**config.mk**
```make
export PLATFORM = sky130hd
export DESIGN_NAME = pulse_pattern_gen
export DESIGN_NICKNAME = d
export VERILOG_FILES = /design/src/rtl/pulse_pattern_gen.sv
export SDC_FILE = /design/constraint.sdc
export NUM_CORES = 1
export LEC_CHECK = 0
export CAP_MARGIN = 20
export CORE_MARGIN = 4
export CORE_UTILIZATION = 55
export DETAILED_ROUTE_END_ITERATION = 8
export GPL_ROUTABILITY_DRIVEN = 0
export PLACE_DENSITY = 0.93
export SLEW_MARGIN = 15
export SYNTH_ARGS = -nofsm -noshare
export SYNTH_HDL_FRONTEND = slang
export SYNTH_SLANG_ARGS = --single-unit
```
**constraint.sdc**
```tcl
create_clock -name clk -period 4.9 [get_ports clk]
set_input_delay 0.98 -clock clk [delete_from_list [all_inputs] [get_ports clk]]
set_output_delay 0.98 -clock clk [all_outputs]
set_load 0.02 [all_outputs]
```
**src/rtl/pulse_pattern_gen.sv**
```systemverilog
`default_nettype none
// ============================================================================
//  Module      : pulse_pattern_gen
//  Description : Emits a three-pulse energy envelope on command. Each pulse
//                has a programmable width (plus a fixed WIDTH_OFFSET), and is
//                followed by a programmable low gap. The result is the
//                stimulus that the three-pulse energy-pattern matcher accepts.
//                Optional feature macro: PULSE_GEN_LOOP_EN (seamless repeat
//                of the pattern while loop_i is high).
//  Revision    : 1.0 - initial release
// ============================================================================
module pulse_pattern_gen #(
  parameter int WIDTH_OFFSET = 0,
  parameter int CW           = 16
) (
  input  logic          clk,
  input  logic          rst,
  input  logic          start_i,
  input  logic          abort_i,
  input  logic          loop_i,
  input  logic [CW-1:0] width_1_i,
  input  logic [CW-1:0] width_2_i,
  input  logic [CW-1:0] width_3_i,
  input  logic [CW-1:0] gap_len_i,
  output logic          pulse_out_o,
  output logic          busy_o,
  output logic [1:0]    pulse_idx_o,
  output logic          sync_o,
  output logic          done_o
);

  typedef enum logic [1:0] {
    S_IDLE  = 2'd0,
    S_PULSE = 2'd1,
    S_GAP   = 2'd2
  } state_t;

  // Offset extended by one bit so that width + offset can be tested for overflow.
  localparam logic [CW:0]   C_OFFSET = (CW+1)'(WIDTH_OFFSET);
  localparam logic [CW-1:0] C_ONE    = CW'(1);
  localparam logic [CW-1:0] C_ZERO   = '0;

  state_t        state_q;
  logic [CW-1:0] cnt_q;
  logic [CW-1:0] w2_q;
  logic [CW-1:0] w3_q;
  logic [CW-1:0] gap_q;
  logic          pulse_q;
  logic          busy_q;
  logic [1:0]    idx_q;
  logic          sync_q;
  logic          done_q;
  logic          w_loop_restart;

  // Counter load value for a pulse: saturating (width + offset), at least 1, minus 1.
  function automatic logic [CW-1:0] pulse_load(input logic [CW-1:0] w);
    logic [CW:0]   sum;
    logic [CW-1:0] eff;
    sum = {1'b0, w} + C_OFFSET;
    if (sum[CW]) begin
      eff = '1;
    end else if (sum[CW-1:0] == C_ZERO) begin
      eff = C_ONE;
    end else begin
      eff = sum[CW-1:0];
    end
    return eff - C_ONE;
  endfunction

  // Counter load value for a gap: a zero gap still lasts one cycle.
  function automatic logic [CW-1:0] gap_load(input logic [CW-1:0] g);
    return (g == C_ZERO) ? C_ZERO : (g - C_ONE);
  endfunction

`ifdef PULSE_GEN_LOOP_EN
  assign w_loop_restart = loop_i;
`else
  logic w_loop_unused;
  assign w_loop_unused  = loop_i;
  assign w_loop_restart = 1'b0;
`endif

  // Pattern sequencer: state, length latches, down-counter and registered outputs.
  always_ff @(posedge clk or posedge rst) begin
    if (rst) begin
      state_q <= S_IDLE;
      cnt_q   <= '0;
      w2_q    <= '0;
      w3_q    <= '0;
      gap_q   <= '0;
      pulse_q <= 1'b0;
      busy_q  <= 1'b0;
      idx_q   <= 2'd0;
      sync_q  <= 1'b0;
      done_q  <= 1'b0;
    end else begin
      sync_q <= 1'b0;
      done_q <= 1'b0;
      if (abort_i) begin
        // Abort wins over everything, including a simultaneous start.
        state_q <= S_IDLE;
        pulse_q <= 1'b0;
        busy_q  <= 1'b0;
        idx_q   <= 2'd0;
      end else begin
        case (state_q)
          S_IDLE: begin
            if (start_i) begin
              w2_q    <= width_2_i;
              w3_q    <= width_3_i;
              gap_q   <= gap_len_i;
              cnt_q   <= pulse_load(width_1_i);
              state_q <= S_PULSE;
              pulse_q <= 1'b1;
              sync_q  <= 1'b1;
              busy_q  <= 1'b1;
              idx_q   <= 2'd1;
            end
          end
          S_PULSE: begin
            if (cnt_q == C_ZERO) begin
              cnt_q   <= gap_load(gap_q);
              state_q <= S_GAP;
              pulse_q <= 1'b0;
            end else begin
              cnt_q <= cnt_q - C_ONE;
            end
          end
          S_GAP: begin
            if (cnt_q != C_ZERO) begin
              cnt_q <= cnt_q - C_ONE;
            end else if (idx_q != 2'd3) begin
              cnt_q   <= pulse_load((idx_q == 2'd1) ? w2_q : w3_q);
              idx_q   <= idx_q + 2'd1;
              state_q <= S_PULSE;
              pulse_q <= 1'b1;
              sync_q  <= 1'b1;
            end else if (w_loop_restart) begin
              // Seamless repeat: completion and the next pattern's first pulse share a cycle.
              w2_q    <= width_2_i;
              w3_q    <= width_3_i;
              gap_q   <= gap_len_i;
              cnt_q   <= pulse_load(width_1_i);
              idx_q   <= 2'd1;
              state_q <= S_PULSE;
              pulse_q <= 1'b1;
              sync_q  <= 1'b1;
              done_q  <= 1'b1;
            end else begin
              state_q <= S_IDLE;
              busy_q  <= 1'b0;
              idx_q   <= 2'd0;
              done_q  <= 1'b1;
            end
          end
          default: begin
            state_q <= S_IDLE;
            pulse_q <= 1'b0;
            busy_q  <= 1'b0;
            idx_q   <= 2'd0;
          end
        endcase
      end
    end
  end

  assign pulse_out_o = pulse_q;
  assign busy_o      = busy_q;
  assign pulse_idx_o = idx_q;
  assign sync_o      = sync_q;
  assign done_o      = done_q;

endmodule
`default_nettype wire

```
### Word-level counts from Yosys, hierarchy flattened

Cells that the tools add are included.
Widths: inputs -> output; s select.

| storage, ports and cells | value |
|---|---|
| flip-flop bits (word level) | 72 |
| latch bits | 0 |
| bits in writable memories | 0 |
| bits in read-only memories | 0 |
| input port bits | 69 |
| output and inout port bits | 6 |
| logic and storage cells | 86 |
| memories kept | 0 |

| operators by class | value |
|---|---|
| $add $sub $neg | 5 |
| $mul | 0 |
| divide/modulo/power cells | 0 |
| order comparisons | 0 |
| equality and inequality tests | 12 |
| shift operators | 0 |
| mux-type cells | 45 |
| bitwise logic cells | 1 |
| reduce and logical (&&, ||, !) cells | 13 |

Operators by type and width:

| kind | count |
|---|---|
| $mux 16 | 15 |
| $logic_not 16->1 | 4 |
| $sub 16x1->16 const B | 4 |
| $pmux 16 s3 | 1 |
| $ne 3x3->1 const B | 6 |
| $mux 1 | 17 |
| $reduce_bool 16->1 | 1 |
| $mux 2 | 7 |
| $pmux 2 s3 | 2 |
| $reduce_and 4->1 | 3 |
| $reduce_and 3->1 | 3 |
| $ne 2x2->1 const B | 3 |
| $pmux 1 s3 | 2 |
| $eq 2x1->1 const B | 2 |
| $reduce_bool 3->1 | 1 |
| $add 2x1->2 const B | 1 |
| $eq 2x2->1 const B | 1 |
| $logic_not 2->1 | 1 |
| $pmux 1 s2 | 1 |
| $not 1->1 | 1 |

### Depth between registers and ports, before layout

Gate-level depths: netlist of the first run.

| logic depth | value |
|---|---|
| depth in word-level cells | 12 |
| gate-level depth with buffers | 15 |
| depth with buffers taken out | 13 |

### Worst setup path after synthesis of the first run

No wires, ideal clock.

| timing path | value |
|---|---|
| path kind | register to register |
| start | register idx_q[0] (netlist: pulse_idx_o[0]) |
| end | register cnt_q[14] |
| setup time | 0.140 ns |
| arrival | 3.852 ns |
| data required time | 4.760 ns |
| setup slack | 0.907 ns |
| cell stages (with the launch flop) | 15 |
| path buffers | 4 |
| clock period less this slack | 3.993 ns |
| cells stage by stage | dfrtp_1 -> ha_1 -> clkbuf_1 -> buf_2 -> buf_1 -> buf_2 -> mux2_2 -> a21oi_1 -> ha_1 -> nor4bb_1 -> nor2_1 -> nor4_1 -> xnor2_1 -> a211oi_1 -> o221ai_1 |

| between the ends | value |
|---|---|
| word-level cells in the longest chain between the ends | 12 |

RTL lines:

| item | line | source |
|---|---|---|
| from (decl) | 50 | `logic [1:0] idx_q;` |
| from (signal assigned) | 134 | `idx_q <= idx_q + 2'd1;` |
| $eq 2x1->1 | 133 | `cnt_q <= pulse_load((idx_q == 2'd1) ? w2_q : w3_q);` |
| $mux 16 | 133 |  |
| $logic_not 16->1 | 62 | `end else if (sum[CW-1:0] == C_ZERO) begin` |
| $mux 16 | 62 |  |
| $mux 16 | 132 | `end else if (idx_q != 2'd3) begin` |
| $mux 16 | 130 | `if (cnt_q != C_ZERO) begin` |
| $mux 16 | 106 | `case (state_q)` |
| $mux 16 | 99 | `if (abort_i) begin` |
| $sub 16x1->16 | 67 | `return eff - C_ONE;` |
| $mux 16 | 132 |  |
| $mux 16 | 130 |  |
| $pmux 16 s3 | 106 |  |
| to (signal assigned) | 112 | `cnt_q <= pulse_load(width_1_i);` |
| to (signal assigned) | 131 | `cnt_q <= cnt_q - C_ONE;` |
| to (signal assigned) | 133 |  |
| to (decl) | 44 | `logic [CW-1:0] cnt_q;` |

Several ways; a longest one is shown, not always the timed one. The select of a mux whose other input is x is not followed.
A chain may end at the register's enable or synchronous reset.

### Worst setup path in the final report of the first run

| timing path | value |
|---|---|
| start | register idx_q[1] (netlist: pulse_idx_o[1]) |
| end | register cnt_q[8] |

Same word-level chain as after synthesis.

==> results, run 1 <==
- The share of total power dissipated in combinational logic is 0.454.
- After global routing, the most crowded layer is met2.
- The H-tree generated during clock tree synthesis spans 3 levels.
- Setup repair after global routing left no endpoint under its margin.
- No sink is reached through more buffers than the 2 on the longest clock path.
- Yosys printed 0 warnings.
- The post-place setup slack is 0.698 ns.
- The fraction of synthesis flops using an asynchronous set or reset pin is 1.00.
- The post-CTS setup repair buffer count is 0.
- The area of the core is 0.00872 mm².
- The slack of the worst reg-to-reg path is 0.54 ns.
- The met3 usage in global routing is 0.0575.
- The sum of negative setup slack is 0 ns.
- The critical path contains buffers and inverters numbering 3 combined.
- The cell family contributing the most delay on the critical path is simple AND/OR/NAND/NOR gates.
- In this run the worst path has a maximum fanout of 21.
- In this run the critical register-to-register path is launched from pulse_idx_o[1]$_DFFE_PP0P_.
- The run finished with clean final reports.
- Of the synthesized area, sequential elements account for 0.365.
- The number of gates resized after CTS is 0.
- Counting every instance in the synthesized netlist gives 520.
- The portion of the clock cycle consumed by the worst path in the final layout is 0.890.
- The mean instance size in the synthesized netlist is 9.49 µm².
- The slack of the critical path is 0.540 ns.
- The detailed router finished its first iteration with 509 violations.
- The worst-path cell with the longest stage delay is sky130_fd_sc_hd__ha_1.
- The cell-internal power is 1940 µW.
- In this run the vertical extent of the chip is 103 µm.
- The count of port buffers added during placement is 73.
- The most instantiated flip-flop cell in the synthesis netlist is sky130_fd_sc_hd__dfrtp_1.
- The end of the worst hold path is w2_q[10]$_DFFE_PP0P_.
- 0 antenna diodes ended up in the layout.
- The path type of the worst min-delay path is reg2reg.
- The top cell type by total area after synthesis is sky130_fd_sc_hd__dfrtp_1.
- Setup violations remaining at the end of the flow were counted as 0.
- The switching share of power is 0.424.
- The total DRC errors in the routed layout is 0.
- The wire length of the first global-routing pass is 21800 µm.
- The initialized floorplan defines 34 standard-cell rows.
- Global routing finished with a remaining overflow of 0.
- The final worst clock skew is 0.0139 ns.
- The part of the power in registers is 0.372.
- The count of final max-slew check failures is 0.
- The worst-margin pin slew is 1.01 ns.
- The worst hold path stage count is 1.
- The die is 103 µm wide.
- Of the post-synthesis cell area, the dominant cell type holds 0.365.
- For this block, the routed nets add up to 13400 µm of wire.
- The worst-case reg-to-reg path depth is 15.
- The per-cell routed wire length is 19.1 µm.
- The share of post-route cells with drive strength above 1 is 0.141.
- The post-route minimum period is 4.36 ns.
- The clock network latency to the later pin of the worst-skew pair is 0.36 ns.
- The clock tree from TritonCTS is yes.
- The stage delay of the slowest cell on the critical path is 0.71 ns.
- The final hold violation count is 0.
- In this run, synthesis inferred 0 flip-flops with an integrated enable.
- The leakage component of the power is 0.00225 µW.
- Summing every instance area after synthesis gives 0.00493 mm².
- The worst slew margin relative to its limit is 0.324.
- After legalization and detailed placement, the total HPWL measured 9610 µm.
- The global-route total usage across every layer is 0.261.
- The number of global-route vias before repair is 4530.
- The number of hold buffers added after CTS was 0.
- The clock net sink count is 72.
- STA classifies the critical path endpoint as a flop.
- The number of different library cells used by synthesis comes to 66.
- Data arrives at the worst endpoint at 4.60 ns.
- The reported max-cap violation count is 0.
- The initial standard-cell utilization of the core is 0.566.
- The path type of the worst setup path is reg2reg.
- For met1 alone, demand over resource in global routing was 0.333.
- The number of nets still failing antenna checks after routing is 0.
- In this run the count of I/O pins placed on the die edge is 75.
- When the netlist entered floorplanning its net count stood at 600.
- The total CTS buffers is 9.
- After synthesis, the cell types taking the most area are sky130_fd_sc_hd__dfrtp_1 (37%), sky130_fd_sc_hd__mux2_2 (12%), sky130_fd_sc_hd__xnor2_1 (3.9%).
- Traced cell by cell, the critical path runs through inv_1 -> ha_1 -> buf_4 -> nor4b_2 -> nor2_1 -> nor2_1 -> a21oi_1 -> ha_1 -> nor4bb_1 -> buf_4 -> o221ai_1 -> xor2_1 -> mux2i_1 -> a221oi_1 -> o21ai_1.
- The pin count of the biggest net entering global routing is 50.
- Detailed routing inserted a total of 4653 vias.
- The timing-limited maximum frequency is 229 MHz.
- The floorplan step defined a die boundary enclosing 0.0105 mm².
- The first TritonRoute pass finished after 5 iterations.
- The required time reported for the critical path endpoint is 5.14 ns.
- At the end of the flow, the number of nets in the layout was 670.
- The end of the worst register-to-register path is cnt_q[8]$_DFFE_PP0P_.
- CTS placed an instance of sky130_fd_sc_hd__clkbuf_8 at the clock tree root.
- The fraction of power consumed by the clock network is 0.175.
- Summed over all nets, the switching power comes to 1420 µW.
- From synthesis to final layout, the design area changed by 21.7%.
- The startpoint identified for the worst hold timing path is w2_q[10]$_DFFE_PP0P_.
- For this design the ratio of total power to cell area is 560 mW/mm².
- STA classifies the critical path startpoint as a flop.
- The initial antenna violation count came to 0.
- The maximum ir drop on the vdd rail is 309 µV.
- The met2 global-route usage is 0.423.
- After detailed routing, the number of vias per cell comes to 6.62.
- The clock-pin transition on the worst setup and hold timing paths is 0.08 ns.
- The number of storage elements in the synthesis netlist is 72.
-- metrics by stage --
| stage | hold slack, ns | util | std cells | power [µW] | cell area [µm²] |
|---|---|---|---|---|---|
| detailed placement | 0.506 | 0.660 | 687 | 2700 | 5760 |
| finish | 0.529 | 0.689 | 703 | 3360 | 6000 |
| global placement | 0.493 | 0.660 | 687 | 2610 | 5760 |
| global route | 0.549 | 0.689 | 703 | 3550 | 6000 |
| floorplan | 0.479 | - | 520 | 2250 | 4930 |
| CTS | 0.523 | 0.689 | 703 | 3320 | 6000 |
-- cell usage in the layout, fill, tap and decap left out, drive strengths merged, types with 4 or more instances in the layout --
cell type	n
o22ai	4
nand2	25
nand3	9
nand4	4
o221ai	8
buf	7
o211ai	5
nor4	14
a31oi	5
o21ai	30
or3	7
dfrtp	72
xor2	14
clkbuf	11
mux2	52
nor4b	7
mux2i	15
nor3b	5
or4	9
a21oi	30
nand2b	4
xnor2	22
a211oi	7
inv	15
nor3	28
nor2	47
ha	11
clkdlybuf4s50	73
-- metal layers --
layer	vias to the layer above	part of all wire	wire (µm)
met2	273	0.48	6480
met3	60	0.082	1100
met5	-	0	0
met1	2212	0.40	5350
li1	2108	-	-
met4	0	0.037	503
-- worst max-delay path by stage --
stage | startpoint | end | depth (start not counted)
final | pulse_idx_o[1]$_DFFE_PP0P_ | cnt_q[8]$_DFFE_PP0P_ | 15
after global routing | pulse_idx_o[1]$_DFFE_PP0P_ | cnt_q[8]$_DFFE_PP0P_ | 15
after CTS | pulse_idx_o[1]$_DFFE_PP0P_ | cnt_q[8]$_DFFE_PP0P_ | 14
after detailed placement | pulse_idx_o[1]$_DFFE_PP0P_ | cnt_q[8]$_DFFE_PP0P_ | 15
after global placement | pulse_idx_o[1]$_DFFE_PP0P_ | cnt_q[14]$_DFFE_PP0P_ | 15
after floorplan | pulse_idx_o[0]$_DFFE_PP0P_ | cnt_q[14]$_DFFE_PP0P_ | 14
-- power by group through the flow --
| stage | logic, µW | clock network [µW] | registers [µW] |
|---|---|---|---|
| after floorplan | 1120 | 0 | 1140 |
| after global placement | 1410 | 0 | 1200 |
| after detailed placement | 1470 | 0 | 1230 |
| after CTS | 1500 | 586 | 1230 |
| after global routing | 1660 | 613 | 1280 |
| final | 1530 | 588 | 1250 |
-- Yosys cell counts (all sizes together) (4+ instances only) --
| cell | number |
|---|---|
| xnor2 | 22 |
| nor4 | 14 |
| or3 | 7 |
| nor2 | 47 |
| nand3 | 9 |
| inv | 15 |
| buf | 12 |
| o22ai | 4 |
| nand2b | 4 |
| dfrtp | 72 |
| clkbuf | 9 |
| nor4b | 7 |
| a21oi | 30 |
| nand2 | 25 |
| mux2i | 15 |
| a211oi | 7 |
| a31oi | 5 |
| ha | 11 |
| nor3b | 5 |
| o21ai | 30 |
| xor2 | 14 |
| mux2 | 52 |
| o211ai | 5 |
| nand4 | 4 |
| or4 | 9 |
| o221ai | 8 |
| nor3 | 28 |
-- logic make-up after synthesis --
| family | Yosys count | share of synthesized area |
|---|---|---|
| AND/OR/NAND/NOR | 173 | 0.191 |
| AO/OA/AOI/OAI | 125 | 0.173 |
| flip-flops | 72 | 0.365 |
| multiplexers | 67 | 0.149 |
| XOR/XNOR | 36 | 0.0639 |
| buffers and inverters | 36 | 0.0299 |
| adder cells (fa/ha/maj) | 11 | 0.0279 |
-- final cells by class --
| class | instances | area, µm² |
|---|---|---|
| multi-input combinational | 412 | 2980 |
| fill | 586 | 2720 |
| sequential | 72 | 1800 |
| timing repair buffer | 80 | 783 |
| clock buffer | 11 | 141 |
| tap | 108 | 135 |
| clock inverter | 5 | 104 |
| inverter | 15 | 56.3 |
-- sequential cells by signal, indices dropped and copies added (netlist names), 2 cells and up --
signal       flops
gap_q           16
state_q          2
w3_q            16
cnt_q           16
w2_q            16
pulse_idx_o      2
(Power assumes the default switching activity.)
==> run 2: changes to the inputs <==
--- a/config.mk
+++ b/config.mk
@@ -5,8 +5,9 @@
 export SDC_FILE = /design/constraint.sdc
 export NUM_CORES = 1
 export LEC_CHECK = 0
+export ABC_AREA = 1
 export CAP_MARGIN = 20
-export CORE_MARGIN = 4
+export CORE_MARGIN = 2
 export CORE_UTILIZATION = 55
 export DETAILED_ROUTE_END_ITERATION = 8
 export GPL_ROUTABILITY_DRIVEN = 0
==> constraint.sdc (replaced) <==
create_clock -name clk -period 4.7 [get_ports clk]
set_input_delay 0.94 -clock clk [delete_from_list [all_inputs] [get_ports clk]]
set_output_delay 0.94 -clock clk [all_outputs]
set_load 0.02 [all_outputs]
==> run 2 against run 1 <==
Compared with the run above:
- worst setup slack improved by 0.42 ns
- clock-buffer cell count decreased by 1
- maximum frequency increased by 17%
- via count rose by 6.9%
- sequential power down 7%
- utilization fell by 0.52 points
- sequential share of layout area up 0.23 points
- first-iteration DRC count rose by 18%
==> results, run 2 <==
- The DRC violation total after the first TritonRoute iteration is 601 (+18%).
- The largest driver fanout on the critical path is 17 (-19%).
- The maximum ir drop on the vdd rail is 280 µV (-9.3%).
- The number of buffers added to fix hold violations after cts is 0 (unchanged).
- The boundary pin count is 75 (unchanged).
- The top cell type by total area after synthesis is sky130_fd_sc_hd__dfrtp_1.
- The number of global-route vias before repair was 4942 (+9.1%).
- The initial antenna violation count is 0 (unchanged).
- The number of endpoints failing setup at the final stage is 0 (unchanged).
- STA classifies the critical path startpoint as a flop.
- The overflow left after global routing is 0 (unchanged).
- The maximum clock insertion buffer count is 2 (unchanged).
- The final hold violation count is 0 (unchanged).
- The post-synth net total came to 765 (+28%).
- The mean instance size in the synthesized netlist is 7.25 µm² (-24%).
- The number of distinct library cells after synthesis is 38 (-42%).
- The number of nets at the end of the flow came to 833 (+24%).
- The reported max-cap violation count is 0 (unchanged).
- Among all flip-flop cells after synthesis, the most frequent one is sky130_fd_sc_hd__dfrtp_1.
- The most common library cell in the layout ignoring fill and taps is sky130_fd_sc_hd__nand2_1.
- The leakage component of the power is 0.00278 µW (+24%).
- Setup repair after global routing left no endpoint under its margin.
- Counting instances in the post-synthesis netlist gives the leading cell types as sky130_fd_sc_hd__nand2_1 (176), sky130_fd_sc_hd__nor2_1 (88), sky130_fd_sc_hd__inv_1 (75).
- The endpoint identified for the worst register-to-register timing path is cnt_q[12]$_DFFE_PP0P_.
- The path type of the worst setup path is reg2reg.
- Yosys attributes the largest share of cell area to sky130_fd_sc_hd__dfrtp_1 (36%), sky130_fd_sc_hd__nand2_1 (13%), sky130_fd_sc_hd__mux2_2 (8.6%).
- The clock-pin transition on the worst setup and hold timing paths is 0.08 ns (about the same).
- The clock net sink count is 72 (unchanged).
- The arrival time at the worst endpoint came to 4.02 ns (-0.58 ns).
- The worst-case reg-to-reg path depth is 17 (+2).
- The number of nets still failing antenna checks after routing is 0 (unchanged).
- TritonCTS built the clock tree.
- The timing-limited maximum frequency is 268 MHz (+17%).
- The global-route total usage across every layer is 0.275 (+0.0132).
- The portion of the clock cycle consumed by the worst path in the final layout was 0.795 (-0.0945).
- The path type of the worst min-delay path is reg2reg.
- The yosys synthesis warning count was 0 (unchanged).
- The area of the mapped netlist was 0.00496 mm² (+0.66%).
- The count of port buffers added during placement is 73 (unchanged).
- The total DRC errors in the routed layout was 0 (unchanged).
- The worst slew margin relative to its limit was 0.296 (-0.0275).
- The flow ran to the end, and the final reports show no timing, DRC or antenna violations.
- The detailed-route via count is 4972 (+6.9%).
- The wire length after detailed routing is 12700 µm (-5.4%).
- The post-route standard cell area excluding fillers is 0.00596 mm² (-0.75%).
- The total placed instance area came to 0.00577 mm² (+0.15%).
- The share of post-route cells with drive strength above 1 was 0.0910 (-0.0501).
- The number of vias per cell after detailed routing is 5.74 (-13%).
- The power density over the cells is 581 mW/mm² (+3.7%).
- The cell count after synthesis came to 685 (+32%).
- The startpoint of the lowest-slack hold path is busy_o$_DFFE_PP0P_.
- The number of storage elements in the synthesis netlist came to 72 (unchanged).
- The most frequent cell after synthesis is sky130_fd_sc_hd__nand2_1.
- The standard-cell row count was 34 (unchanged).
- The final worst clock skew is 0.0154 ns (+0.00143 ns).
- In the layout the commonest cells are sky130_fd_sc_hd__nand2_1 (176), sky130_fd_sc_hd__nor2_1 (88), sky130_fd_sc_hd__inv_1 (74), sky130_fd_sc_hd__clkdlybuf4s50_1 (73), sky130_fd_sc_hd__dfrtp_1 (72).
- Traced cell by cell, the critical path runs through ha_1 -> inv_2 -> nand2_1 -> nand2_1 -> nor2_1 -> nand2_1 -> nor2_1 -> a21oi_2 -> ha_1 -> nand3_1 -> nor2_1 -> nand2_1 -> xnor2_1 -> nor2_1 -> o21ai_0 -> nand2_1 -> a22oi_1.
- The area of the core is 0.00872 mm² (unchanged).
- The post-CTS setup repair buffer count is 0 (unchanged).
- The initial standard-cell utilization of the core is 0.569 (+0.00373).
- The smallest hold slack is 0.504 ns (-0.0252 ns).
- The count of final max-slew check failures is 0 (unchanged).
- The required time reported for the critical path endpoint is 4.99 ns (-0.15 ns).
- The number of flops mapped to enable cells by yosys is 0 (unchanged).
- The number of optimization iterations in the first detailed-route pass is 7 (+2).
- The count of antenna diodes in the layout was 0 (unchanged).
- The wire length of the first global-routing pass is 22100 µm (+1.5%).
- The critical register-to-register path startpoint is pulse_idx_o[0]$_DFFE_PP0P_.
- The worst setup path startpoint is pulse_idx_o[0]$_DFFE_PP0P_.
- The post-synthesis to final-layout area growth is 20.0%.
- The post-route minimum period is 3.74 ns (-0.622 ns).
- The area enclosed by the die boundary is 0.00980 mm² (-7.0%).
- The stage delay of the slowest cell on the critical path is 0.48 ns (-0.23 ns).
- In this run the clock root is driven by a sky130_fd_sc_hd__clkbuf_8.
- The pin count of the biggest net entering global routing is 60 (+20%).
- The slack of the worst reg-to-reg path came to 0.96 ns (+0.42 ns).
- The overall power of the completed layout is 3460 µW (+3.0%).
- The height of the die is 99.0 µm (-3.6%).
- The area share of the largest cell type after synthesis was 0.363 (-0.00239).
- The maximum level of the CTS H-tree was 3 (unchanged).
- The clock network latency to the later pin of the worst-skew pair is 0.38 ns (+0.02 ns).
- The worst hold path stage count is 2 (+1).
- The non-filler instance count after layout was 866 (+23%).
- The sum of negative setup slack is 0 ns (unchanged).
- The cell type with the highest occurrence count on the critical path is sky130_fd_sc_hd__nand2_1.
- The end of the worst hold path is busy_o$_DFFE_PP0P_.
- The slowest stage of the critical path is the sky130_fd_sc_hd__ha_1 cell.
- The total half-perimeter wirelength after legalization and detailed placement was 9310 µm (-3.2%).
- The number of gates resized after CTS is 0 (unchanged).
- The per-cell routed wire length is 14.7 µm (-23%).
- The share of the yosys chip area belonging to registers is 0.363 (-0.00239).
- The capturing element type of the critical path is a flop.
- The die boundary width was 99.0 µm (-3.6%).
- The total CTS buffers is 9 (unchanged).
- The placed instance count was 850 (+24%).
- The fraction of synthesis flops using an asynchronous set or reset pin is 1.00 (unchanged).
- The worst-margin pin slew is 1.06 ns (+0.0505 ns).
## run 2: how the worst max path moves through the flow
| stage | end | slack [ns] |
|---|---|---|
| 4_1_cts | cnt_q[8]$_DFFE_PP0P_ | 1.12 |
| 6_report | cnt_q[12]$_DFFE_PP0P_ | 0.96 |
| 3_5_place_dp | cnt_q[8]$_DFFE_PP0P_ | 1.16 |
| 5_1_grt | cnt_q[10]$_DFFE_PP0P_ | 0.67 |
| 2_1_floorplan | cnt_q[8]$_DFFE_PP0P_ | 1.87 |
| 3_3_place_gp | cnt_q[8]$_DFFE_PP0P_ | 1.27 |
## run 2: logic make-up (layout without fill, tap and decap cells)
| family | after synthesis | after routing | share of synthesized area |
|---|---|---|---|
| fa+ha+maj | 11 | 11 | 0.0277 |
| simple gates | 334 | 334 | 0.283 |
| xor+xnor | 21 | 21 | 0.0370 |
| buf+inv | 96 | 169 | 0.0756 |
| flops | 72 | 72 | 0.363 |
| compound gates | 113 | 113 | 0.128 |
| mux | 38 | 38 | 0.0862 |
## run 2: per-stage QoR
step	setup slack, ns	util
3_3_place_gp	1.27	0.661
2_1_floorplan	1.87	-
3_5_place_dp	1.16	0.661
6_report	0.962	0.683
5_1_grt	0.669	0.683
4_1_cts	1.12	0.683
## run 2: per-layer routing
metal / track usage / vias up / wire, µm
met5: 0 / - / 0
met4: 0.125 / 0 / 416
met3: 0.0440 / 53 / 899
met2: 0.458 / 260 / 6080
met1: 0.351 / 2294 / 5310
li1: - / 2365 / -
## run 2: layout make-up
type	instances	area [µm²]
sequential	72	1800
fill	658	2760
clock inverter	6	52.6
multi-input combinational	517	2790
clock buffer	10	138
timing repair buffer	75	746
tap	108	135
inverter	78	294
## run 2: critical path: cells and delay by family (launching register included)
family                   cells  cell delay [ns]
XOR/XNOR                     1             0.24
adder cells (fa/ha/maj)      2             0.74
buffers and inverters        1             0.36
flip-flops                   1             0.43
AND/OR/NAND/NOR             10             1.25
AO/OA/AOI/OAI                3             0.64
## run 2: power breakdown
| group | switching (µW) | total [µW] | internal, µW |
|---|---|---|---|
| Sequential | 236 | 1160 | 921 |
| Combinational | 1140 | 1830 | 684 |
| Clock | 263 | 476 | 213 |
| Total | 1640 | 3460 | 1820 |
